--- config.mk ---
export PLATFORM = sky130hd
export DESIGN_NAME = key_repeat_debouncer
export DESIGN_NICKNAME = d
export VERILOG_FILES = /design/src/rtl/key_repeat_debouncer_pkg.sv /design/src/rtl/key_repeat_debouncer_key_channel_fsm.sv /design/src/rtl/key_repeat_debouncer.sv
export SDC_FILE = /design/constraint.sdc
export NUM_CORES = 1
export LEC_CHECK = 0
export CAP_MARGIN = 0
export CELL_PAD_IN_SITES_DETAIL_PLACEMENT = 1
export CELL_PAD_IN_SITES_GLOBAL_PLACEMENT = 1
export CORE_UTILIZATION = 46
export CTS_CLUSTER_SIZE = 40
export DETAILED_ROUTE_END_ITERATION = 10
export PLACE_DENSITY_LB_ADDON = 0.05
export REMOVE_ABC_BUFFERS = 1
export SYNTH_ARGS = -nofsm -noshare
export SYNTH_HDL_FRONTEND = slang
export SYNTH_SLANG_ARGS = --single-unit
--- constraint.sdc ---
create_clock -name clk -period 2.8 [get_ports clk]
set_clock_uncertainty 0.15 [all_clocks]
set_input_delay 0.56 -clock clk [delete_from_list [all_inputs] [get_ports clk]]
set_output_delay 0.56 -clock clk [all_outputs]
set_load 0.01 [all_outputs]
--- src/rtl/key_repeat_debouncer_pkg.sv ---
// key_repeat_debouncer_pkg: shared FSM state encoding and counter width helper for the key debouncer.
// Ports: none. Imported by key_channel_fsm and key_repeat_debouncer.
package key_repeat_debouncer_pkg;

    typedef enum logic [1:0] {
        IDLE   = 2'd0,
        HELD   = 2'd1,
        REPEAT = 2'd2,
        REL_DB = 2'd3
    } key_state_t;

    // Bits needed to hold values 0..max_val, never less than one bit.
    function automatic int cnt_width(input int max_val);
        return (max_val < 1) ? 1 : $clog2(max_val + 1);
    endfunction

endpackage

--- src/rtl/key_repeat_debouncer_key_channel_fsm.sv ---
// key_channel_fsm: synchroniser, debounce/auto-repeat FSM, counters and registered outputs for one key.
// Ports: clk, rst (sync, active-high); i_tick shared sample strobe; i_raw raw key (1 = pressed);
//        o_level debounced level; o_press / o_release single-cycle pulses.
// Config: KEY_AUTOREPEAT_EN builds the hold/repeat counters and the REPEAT state.
module key_channel_fsm
    import key_repeat_debouncer_pkg::*;
#(
    parameter int DB_TICKS = 16
`ifdef KEY_AUTOREPEAT_EN
    ,
    parameter int HOLD_TICKS = 500,
    parameter int REPEAT_TICKS = 100
`endif
) (
    input  logic clk,
    input  logic rst,
    input  logic i_tick,
    input  logic i_raw,
    output logic o_level,
    output logic o_press,
    output logic o_release
);

    localparam int DBW = cnt_width(DB_TICKS);
    localparam logic [DBW-1:0] DB_LAST = DBW'(DB_TICKS - 1);

    logic r_s1;
    logic r_s2;
    key_state_t r_state;
    logic [DBW-1:0] r_db_cnt;

`ifdef KEY_AUTOREPEAT_EN
    localparam int HW = cnt_width(HOLD_TICKS);
    localparam int RW = cnt_width(REPEAT_TICKS);
    localparam logic [HW-1:0] HOLD_LAST = HW'(HOLD_TICKS - 1);
    localparam logic [RW-1:0] REP_LAST = RW'(REPEAT_TICKS - 1);
    logic [HW-1:0] r_hold_cnt;
    logic [RW-1:0] r_rep_cnt;
`endif

    // Counters compare against terminal-1 because the deciding tick is the one
    // that would bring them to the terminal value; they are cleared on exit, so
    // they never wrap.
    always_ff @(posedge clk) begin
        if (rst) begin
            r_s1      <= 1'b0;
            r_s2      <= 1'b0;
            r_state   <= IDLE;
            r_db_cnt  <= '0;
            o_level   <= 1'b0;
            o_press   <= 1'b0;
            o_release <= 1'b0;
`ifdef KEY_AUTOREPEAT_EN
            r_hold_cnt <= '0;
            r_rep_cnt  <= '0;
`endif
        end else begin
            r_s1      <= i_raw;
            r_s2      <= r_s1;
            o_press   <= 1'b0;
            o_release <= 1'b0;
            if (i_tick) begin
                case (r_state)
                    IDLE: begin
                        if (!r_s2) r_db_cnt <= '0;
                        else if (r_db_cnt >= DB_LAST) begin
                            r_db_cnt <= '0;
                            o_level  <= 1'b1;
                            o_press  <= 1'b1;
                            r_state  <= HELD;
`ifdef KEY_AUTOREPEAT_EN
                            r_hold_cnt <= '0;
`endif
                        end else r_db_cnt <= r_db_cnt + 1'b1;
                    end
                    HELD: begin
                        if (!r_s2) begin
                            r_db_cnt <= DBW'(1);
                            r_state  <= REL_DB;
                        end
`ifdef KEY_AUTOREPEAT_EN
                        else if (r_hold_cnt >= HOLD_LAST) begin
                            o_press   <= 1'b1;
                            r_rep_cnt <= '0;
                            r_state   <= REPEAT;
                        end else r_hold_cnt <= r_hold_cnt + 1'b1;
`endif
                    end
`ifdef KEY_AUTOREPEAT_EN
                    REPEAT: begin
                        if (!r_s2) begin
                            r_db_cnt <= DBW'(1);
                            r_state  <= REL_DB;
                        end else if (r_rep_cnt >= REP_LAST) begin
                            o_press   <= 1'b1;
                            r_rep_cnt <= '0;
                        end else r_rep_cnt <= r_rep_cnt + 1'b1;
                    end
`endif
                    REL_DB: begin
                        // A bounce back to pressed silently returns to HELD and restarts the hold delay.
                        if (r_s2) begin
                            r_db_cnt <= '0;
                            r_state  <= HELD;
`ifdef KEY_AUTOREPEAT_EN
                            r_hold_cnt <= '0;
`endif
                        end else if (r_db_cnt >= DB_LAST) begin
                            r_db_cnt  <= '0;
                            o_level   <= 1'b0;
                            o_release <= 1'b1;
                            r_state   <= IDLE;
                        end else r_db_cnt <= r_db_cnt + 1'b1;
                    end
                    default: r_state <= IDLE;
                endcase
            end
        end
    end

endmodule

--- src/rtl/key_repeat_debouncer.sv ---
// key_repeat_debouncer: N-key synchronise/debounce front-end with press/release pulses and optional auto-repeat.
// Ports: clk; rst (sync, active-high); key_raw[N_KEYS] raw keys (1 = pressed);
//        key_level[N_KEYS] debounced level; key_press / key_release[N_KEYS] single-cycle pulses.
// Config: define KEY_AUTOREPEAT_EN to re-fire key_press while a key is held.
module key_repeat_debouncer
    import key_repeat_debouncer_pkg::*;
#(
    parameter int N_KEYS       = 2,
    parameter int SAMPLE_DIV   = 50000,
    parameter int DB_TICKS     = 16,
    parameter int HOLD_TICKS   = 500,
    parameter int REPEAT_TICKS = 100
) (
    input  logic              clk,
    input  logic              rst,
    input  logic [N_KEYS-1:0] key_raw,
    output logic [N_KEYS-1:0] key_level,
    output logic [N_KEYS-1:0] key_press,
    output logic [N_KEYS-1:0] key_release
);

    localparam int DIVW = cnt_width(SAMPLE_DIV - 1);
    localparam logic [DIVW-1:0] DIV_LAST = DIVW'(SAMPLE_DIV - 1);

    if (SAMPLE_DIV < 2 || DB_TICKS < 1 || HOLD_TICKS < 1 || REPEAT_TICKS < 1) begin : g_param_err
        $error("key_repeat_debouncer: SAMPLE_DIV must be >= 2 and tick counts >= 1");
    end

    logic [DIVW-1:0] r_div;
    logic            w_tick;

    assign w_tick = (r_div == DIV_LAST);

    always_ff @(posedge clk) begin
        if (rst) r_div <= '0;
        else r_div <= w_tick ? '0 : r_div + 1'b1;
    end

    for (genvar k = 0; k < N_KEYS; k++) begin : g_key
        key_channel_fsm #(
            .DB_TICKS(DB_TICKS)
`ifdef KEY_AUTOREPEAT_EN
            ,
            .HOLD_TICKS(HOLD_TICKS),
            .REPEAT_TICKS(REPEAT_TICKS)
`endif
        ) u_ch (
            .clk      (clk),
            .rst      (rst),
            .i_tick   (w_tick),
            .i_raw    (key_raw[k]),
            .o_level  (key_level[k]),
            .o_press  (key_press[k]),
            .o_release(key_release[k])
        );
    end

endmodule

---- Word-level counts from Yosys, hierarchy flattened ----
Cells that the tools add are included.
storage, ports and cells
  register bits after elaboration ......... 40
  input bits .............................. 4
  logic and storage cells ................. 95
operators by class
  $add $sub $neg .......................... 3
  order comparisons ....................... 2
  eq/ne operators ......................... 17
  muxes and demuxes ....................... 34
  bitwise logic cells ..................... 7
  reduce and logical (&&, ||, !) cells .... 17
operator list
  kind                                                                   count
  5-bit two-way mux                                                      8
  5-bit case mux with 3 select lines                                     2
  2-bit two-way mux                                                      10
  16-bit by 1-bit adder with 16-bit output, second input constant        1
  16-bit == test, second input constant                                  1
  4-bit OR reduction                                                     4
  2-bit by 1-bit != test with 1-bit output, second input constant        6
  2-bit case mux with 3 select lines                                     2
  6-bit AND reduction                                                    2
  5-bit by 1-bit adder with 5-bit output, second input constant          2
  5-bit by 4-bit >= comparator with 1-bit output, second input constant  2
  1-bit two-way mux                                                      10
  5-bit AND reduction                                                    2
  2-bit != test, second input constant                                   4
  1-bit inverter                                                         7
  3-bit by 1-bit != test with 1-bit output, second input constant        2
  3-bit AND reduction                                                    2
  3-bit nonzero test                                                     2
  2-bit by 1-bit == test with 1-bit output, second input constant        2
  2-bit == test, second input constant                                   2
  2-bit logical NOT                                                      2
  1-bit case mux with 2 select lines                                     2
  2-bit nonzero test                                                     2
  2-bit OR reduction                                                     1

---- Longest topological paths before layout ----
Gate-level depths: netlist (run 1).
  depth in word-level cells ............... 4
  gate-level depth with buffers ........... 8
  mapped depth without buffers ............ 7

---- Hierarchy ----
Synthesis (run 1) repeated with hierarchy kept, for this count alone.
unflattened totals
  cells, all modules ...................... 213
  area, all modules ....................... 2001.9 sq um
modules (own cells, without submodules)
  module                times used  cells an instance  area an instance (sq um)
  key_channel_fsm       2           66                 621.8
  key_repeat_debouncer  1           81                 758.2

---- Worst setup path after synthesis (run 1) ----
No wires, ideal clock.
  kind .................................... register to register
  from .................................... reg g_key[1].u_ch.r_db_cnt[0]
  to ...................................... reg g_key[1].u_ch.r_state[1]
  setup time .............................. 0.071 ns
  arrival time ............................ 1.883 ns
  setup slack ............................. 0.696 ns
  stages on the path, launching flop included .. 9
  buffers on the path ..................... 1
  cells stage by stage .................... dfxtp_1 > ha_1 > and3_1 > ha_1 > or2_1 > buf_2 > o32a_1 > a31o_1 > a21oi_1
between the ends
  longest elaborated chain between the ends .. 3
  elaborated cells between the ends (all ways) .. 4
  those cells by class .................... order compare: 1; eq/ne: 2; reduce/logical: 1
RTL lines
  what                                                                                                                   line                                                                                     source
  start: declaration                                                                                                     key_repeat_debouncer_key_channel_fsm.sv:30                                               logic [DBW-1:0] r_db_cnt;
  start signal: assignment                                                                                               key_repeat_debouncer_key_channel_fsm.sv:74                                               end else r_db_cnt <= r_db_cnt + 1'b1;
  start signal: assignment                                                                                               key_repeat_debouncer_key_channel_fsm.sv:113                                              end else r_db_cnt <= r_db_cnt + 1'b1;
  5-bit by 4-bit >= comparator with 1-bit output *                                                                       key_repeat_debouncer_key_channel_fsm.sv:66, key_repeat_debouncer_key_channel_fsm.sv:108
  3-bit by 1-bit != test with 1-bit output (no line) / 2-bit by 1-bit != test with 1-bit output (equally long branches)  --
  5-bit AND reduction (no line) *                                                                                        --
  end signal: assignment                                                                                                 key_repeat_debouncer_key_channel_fsm.sv:70                                               r_state <= HELD;
  end signal: assignment                                                                                                 key_repeat_debouncer_key_channel_fsm.sv:112                                              r_state <= IDLE;
  end signal: assignment                                                                                                 key_repeat_debouncer_key_channel_fsm.sv:115                                              default: r_state <= IDLE;
  end: declaration                                                                                                       key_repeat_debouncer_key_channel_fsm.sv:29                                               key_state_t r_state;
Every way passes the cells marked *; elsewhere a longest branch is shown, timed or not.
A chain may end at the register's enable or synchronous reset.

---- Worst setup path after layout (run 1) ----
Same ends and word-level chain as after synthesis.

==> results of run 1 <==
-- report_power, final --
| group | switching [mW] | total (mW) | internal (mW) |
|---|---|---|---|
| clock | 0.202 | 0.517 | 0.315 |
| sequential | 0.0122 | 0.589 | 0.577 |
| combinational | 0.0278 | 0.0515 | 0.0237 |
-- cell families after synthesis --
kind of cell               synth area share
and+or+nand+nor                       0.270
AOI/OAI and AO/OA                     0.167
DFF                                   0.383
buffers and inverters                0.0712
xor gates and xnor gates             0.0545
adders and majority gates            0.0539
-- flip-flops by register name, summed over array words and instances (netlist names) --
signal / cells
g_key.u_ch.o_level: 2
g_key.u_ch.o_press: 2
g_key.u_ch.o_release: 2
g_key.u_ch.r_db_cnt: 10
g_key.u_ch.r_s1: 2
g_key.u_ch.r_s2: 2
g_key.u_ch.r_state: 4
r_div: 16
-- area by class of cell --
| type | instances | area, um2 |
|---|---|---|
| sequential | 40 | 801 |
| multi-input combinational | 158 | 1140 |
| clock inverter | 1 | 30.0 |
| timing repair buffer | 13 | 120 |
| fill | 524 | 2060 |
| clock buffer | 7 | 96.3 |
| tap | 52 | 65.1 |
| inverter | 10 | 37.5 |
-- worst reg2reg max path, delay by kind of cell (launching register included) --
family	cells	cell delay (ns)
fa+ha+maj	2	0.41
compound gates	3	0.80
simple gates	2	0.51
flops	1	0.35
-- cells in the mapped netlist, types with 2 or more instances --
library cell  instances
nand4b_1              3
and4bb_1              2
xor2_1               11
nand3_1               7
nand2_1              11
nor2_1               15
and4_1                6
xnor2_1               2
nor4_1                3
a2111oi_2             2
o221a_2               2
buf_2                 8
nor3_1                8
nand4_1              10
inv_1                10
dfxtp_1              40
buf_4                 8
and3_1                6
clkbuf_1              3
o21ai_0               8
a31oi_1               2
nor2b_1               7
ha_1                  9
nand2b_1              2
a21oi_1              15
or3_1                 3
-- path summary, 6_finish.rpt --
path | to | cells past startpoint | from
worst max-delay path | g_key[1].u_ch.r_state[1]$_SDFFE_PP0P_ | 7 | g_key[1].u_ch.r_db_cnt[0]$_SDFFE_PP0P_
worst min-delay path | g_key[1].u_ch.r_s2$_SDFF_PP0_ | 1 | g_key[1].u_ch.r_s1$_SDFF_PP0_
worst max register to register | g_key[1].u_ch.r_state[1]$_SDFFE_PP0P_ | 7 | g_key[1].u_ch.r_db_cnt[0]$_SDFFE_PP0P_
worst min register to register | g_key[1].u_ch.r_s2$_SDFF_PP0_ | 1 | g_key[1].u_ch.r_s1$_SDFF_PP0_
-- per-layer routing --
layer,global-route usage,up-vias,part of all wire
met5,0,-,0
met4,0.0884,0,0.014
met3,0.0378,8,0.021
met2,0.376,19,0.51
met1,0.243,813,0.46
li1,-,825,-
==> out/metrics.cfg, run 1 <==
[global_routing]
grt_first_pass_wirelength_mm=8.11
grt-ovfl-total=0
grt_max_degree=24
grt_pass1_vias=1763
track_usage=0.210
grt_antenna_before_repair=0

[layout]
insertedDiodeCount=0
fin_util=0.526
stdcell_area_mm2=0.00229
area_growth_pct=9.58
mostFrequentLayoutCell=dfxtp_1
nNetsFinal=241
layout_common_cells=dfxtp_1, a21oi_1, nor2_1
layout.cells.non_filler=281
drive_gt1_frac=0.105

[drt]
first_pass_iters=4
vias=1665
wire_per_inst_um=17.0
drc_errors=0
drtIter0Drc=65
ant_nets=0
finalWirelength_mm=4.77
vias_per_cell=5.93

[placement]
placed_area_mm2=0.00216
io_buffers=9
hpwl_mm=3.51
dp.cells=273
place_ws_ns=0.561
place.gp.congestion=0.797

[cts]
cts_tree=done
htree_num_levels=2
clock-sinks=40
clk_path_buf_depth=2
post_cts_buffers=0
clk_latency_ns=0.29
cts-buffers-inserted=5
cts-root-buf=clkbuf_8
clk_pin_slew_ns=0.08
cts_resized=0
ctsHoldBuffers=0

[pwr]
power_density_mw_per_mm2=505
peakVddDrop_uv=290
power_mw=1.16
p_leak_nw=0.869

[yosys]
async_flop_share=0
yosysUniqueCellTypes=50
yosys_warnings=0
yosys.area.top_type=dfxtp_1
syn_area_mm2=0.00209
synthDominantCellAreaShare=0.383
synth-edff-count=0
synth_seq_cells=40
synthCells=227
synth.area.top_cells=dfxtp_1, ha_1, xor2_1, a21oi_1, nand4_1
yosysSeqAreaShare=0.383
postSynthAreaPerCell_um2=9.21
synth-main-ff-cell=dfxtp_1

[critical_path]
worstPathRequired_ns=2.88
start_kind=flip-flop
crit_slowest_cell=o32a_1
path_cells=ha_1 -> and3_1 -> ha_1 -> or2_1 -> o32a_1 -> a31o_1 -> a21oi_1
cpPeakStageDelay_ns=0.43
crit_type=flip-flop to flip-flop
worstSetupEndpointType=flip-flop
path_delay_family=compound AO/OA/AOI/OAI gates
cp.buffers_inverters=0
reg2reg_slack_ns=0.52
crit_path_max_fanout=6
cpMostUsedCell=ha_1
crit_arrival_ns=2.35

[timing]
tns_ns=0
hold_viol=0
max_freq_ghz=0.439
worstMarginPinSlew_ns=0.486
fin_crit_sh=0.813
setup_violations=0
finalHoldWorstSlack_ns=0.305
slew_headroom=0.672
min_period_ns=2.28
maxSlewViolCount=0
fin_ws_ns=0.523
rsz0062_at_grt=no

[run_status]
outcome=completed

[floorplanning]
io_pins=10
row_count=24
die_y_um=69.4
die_x_um=69.4
start_util=0.480
coreArea_mm2=0.00435
die_area_mm2=0.00482

[run]
drv_cap=0

[min_path]
hp-class=flip-flop to flip-flop

No activity file was read; power rests on OpenSTA's default activity.
==> run 2, diff against run 1 <==
==> constraint.sdc (replaced) <==
create_clock -name clk -period 2.25 [get_ports clk]
set_clock_uncertainty 0.15 [all_clocks]
set_input_delay 0.45 -clock clk [delete_from_list [all_inputs] [get_ports clk]]
set_output_delay 0.45 -clock clk [all_outputs]
set_load 0.01 [all_outputs]
==> out/metrics.cfg, run 2 (same netlist as run 1, synthesis figures left out) <==
[global_routing]
grt_antenna_before_repair=0  ; unchanged
grt_max_degree=24  ; unchanged
grt-ovfl-total=0  ; unchanged
grt_pass1_vias=1720  ; -2.4%
grt_first_pass_wirelength_mm=8.18  ; +0.85%
track_usage=0.212  ; +0.00209

[layout]
layout_common_cells=dfxtp_1, a21oi_1, nor2_1
fillCellCount=493  ; -5.9%
largest-register=r_div
reg_top3=r_div x16, g_key.u_ch.r_db_cnt x10, g_key.u_ch.r_state x4
mostFrequentLayoutCell=dfxtp_1
nNetsFinal=243  ; +0.83%
largest_reg_flops=16  ; unchanged
insertedDiodeCount=0  ; unchanged
area_growth_pct=9.93
drive_gt1_frac=0.121  ; +0.0164
fin_util=0.528  ; +0.00172

[cts]
post_cts_buffers=0  ; unchanged
clock-sinks=40  ; unchanged
cts-root-buf=clkbuf_8
htree_num_levels=2  ; unchanged
clk_path_buf_depth=2  ; unchanged
cts_tree=done
clk_latency_ns=0.30  ; about the same
cts-buffers-inserted=5  ; unchanged
clk_pin_slew_ns=0.08  ; about the same

[run]
drv_cap=0  ; unchanged

[floorplanning]
row_count=24  ; unchanged
io_pins=10  ; unchanged
coreArea_mm2=0.00435  ; unchanged
die_x_um=69.4  ; unchanged
start_util=0.480  ; unchanged
die_y_um=69.4  ; unchanged
die_area_mm2=0.00482  ; unchanged

[drt]
vias_per_cell=5.88  ; -0.77%
ant_nets=0  ; unchanged
wire_per_inst_um=16.3  ; -4.3%
drc_errors=0  ; unchanged
vias=1664  ; -0.060%
drtIter0Drc=51  ; -22%
finalWirelength_mm=4.60  ; -3.6%
first_pass_iters=4  ; unchanged

[timing]
fin_crit_sh=0.952  ; +0.139
worstMarginPinSlew_ns=0.483  ; -0.00207 ns
min_period_ns=2.14  ; -0.134 ns
tns_ns=0  ; unchanged
slew_headroom=0.677  ; +0.00471
rsz0062_at_grt=no
maxSlewViolCount=0  ; unchanged
finalHoldWorstSlack_ns=0.300  ; -0.00562 ns
setup_violations=0  ; unchanged
max_freq_ghz=0.467  ; +6.3%
hold_viol=0  ; unchanged

[critical_path]
path_delay_family=simple AND/OR/NAND/NOR gates
path_cells=ha_1 -> and3_1 -> ha_1 -> or3_4 -> a2111o_1 -> a21oi_2
start_kind=flip-flop
crit_arrival_ns=2.23  ; -0.12 ns
cpMostUsedCell=ha_1
cp.buffers_inverters=0  ; unchanged
crit_type=flip-flop to flip-flop
worstSetupEndpointType=flip-flop
crit_slowest_cell=a2111o_1
crit_path_max_fanout=5  ; -1
cpPeakStageDelay_ns=0.43  ; about the same
worstPathRequired_ns=2.34  ; -0.54 ns

[pwr]
clock_power_share=0.429  ; -0.017
p_leak_nw=0.864  ; -0.53%
p_sw_frac=0.229  ; +0.0196
p_comb_frac=0.045  ; about the same
switchingPower_mw=0.319  ; +32%
power_density_mw_per_mm2=607  ; +20%
internal-power_mw=1.08  ; +18%
peakVddDrop_uv=380  ; +31%
power.share.sequential=0.526  ; +0.017

[placement]
hpwl_mm=3.33  ; -4.9%
place.gp.congestion=0.755  ; -5.2%
io_buffers=9  ; unchanged

[run_status]
outcome=completed

[min_path]
hp-class=flip-flop to flip-flop

[run 2: path summary, 6_finish.rpt]
| path | start | endpoint | slack (ns) | depth (start not counted) |
|---|---|---|---|---|
| worst max-delay path | g_key[0].u_ch.r_db_cnt[0]$_SDFFE_PP0P_ | g_key[0].u_ch.r_state[1]$_SDFFE_PP0P_ | 0.11 | 6 |
| worst min-delay path | g_key[1].u_ch.r_s1$_SDFF_PP0_ | g_key[1].u_ch.r_s2$_SDFF_PP0_ | 0.30 | 1 |
| worst max register to register | g_key[0].u_ch.r_db_cnt[0]$_SDFFE_PP0P_ | g_key[0].u_ch.r_state[1]$_SDFFE_PP0P_ | 0.11 | 6 |
| worst min register to register | g_key[1].u_ch.r_s1$_SDFF_PP0_ | g_key[1].u_ch.r_s2$_SDFF_PP0_ | 0.30 | 1 |
[run 2: metrics by stage]
step / power [mW] / cell area, um2 / worst slack (ns) / std cells
CTS: 1.40 / 2290 / 0.0552 / 283
detailed placement: 0.814 / 2180 / 0.0851 / 275
floorplan: 0.786 / 1980 / 0.0167 / 208
finish: 1.39 / 2300 / 0.108 / 283
global placement: 0.809 / 2180 / 0.157 / 275
global route: 1.46 / 2300 / 0.00963 / 283
[run 2: final cells by class]
cell class / count / area [um2] / area share
Inverter: 10 / 37.5 / 0.0163
Sequential cell: 40 / 801 / 0.348
Timing Repair Buffer: 15 / 135 / 0.0588
Clock buffer: 5 / 68.8 / 0.0299
Tap cell: 52 / 65.1 / 0.0283
Clock inverter: 3 / 42.5 / 0.0185
Multi-Input combinational cell: 158 / 1150 / 0.500
[run 2: repair_timing]
item | CTS | global route
setup endpoints to repair | 0 | 5
resized for setup | 0 | 2
hold buffers | 0 | 0
[run 2: power by group through the flow]
| stage | clock [mW] | combinational (mW) | sequential [mW] |
|---|---|---|---|
| after floorplan | 0 | 0.0403 | 0.746 |
| final | 0.598 | 0.0630 | 0.734 |
| after global routing | 0.654 | 0.0709 | 0.736 |
| after CTS | 0.607 | 0.0638 | 0.733 |
| after global placement | 0 | 0.0604 | 0.749 |
| after detailed placement | 0 | 0.0634 | 0.750 |
[run 2: per-layer routing]
metal	up-vias	track usage	wire [um]
li1	830	-	-
met3	8	0.0538	119
met1	807	0.257	2100
met5	-	0	0
met2	19	0.365	2320
met4	0	0.0680	63
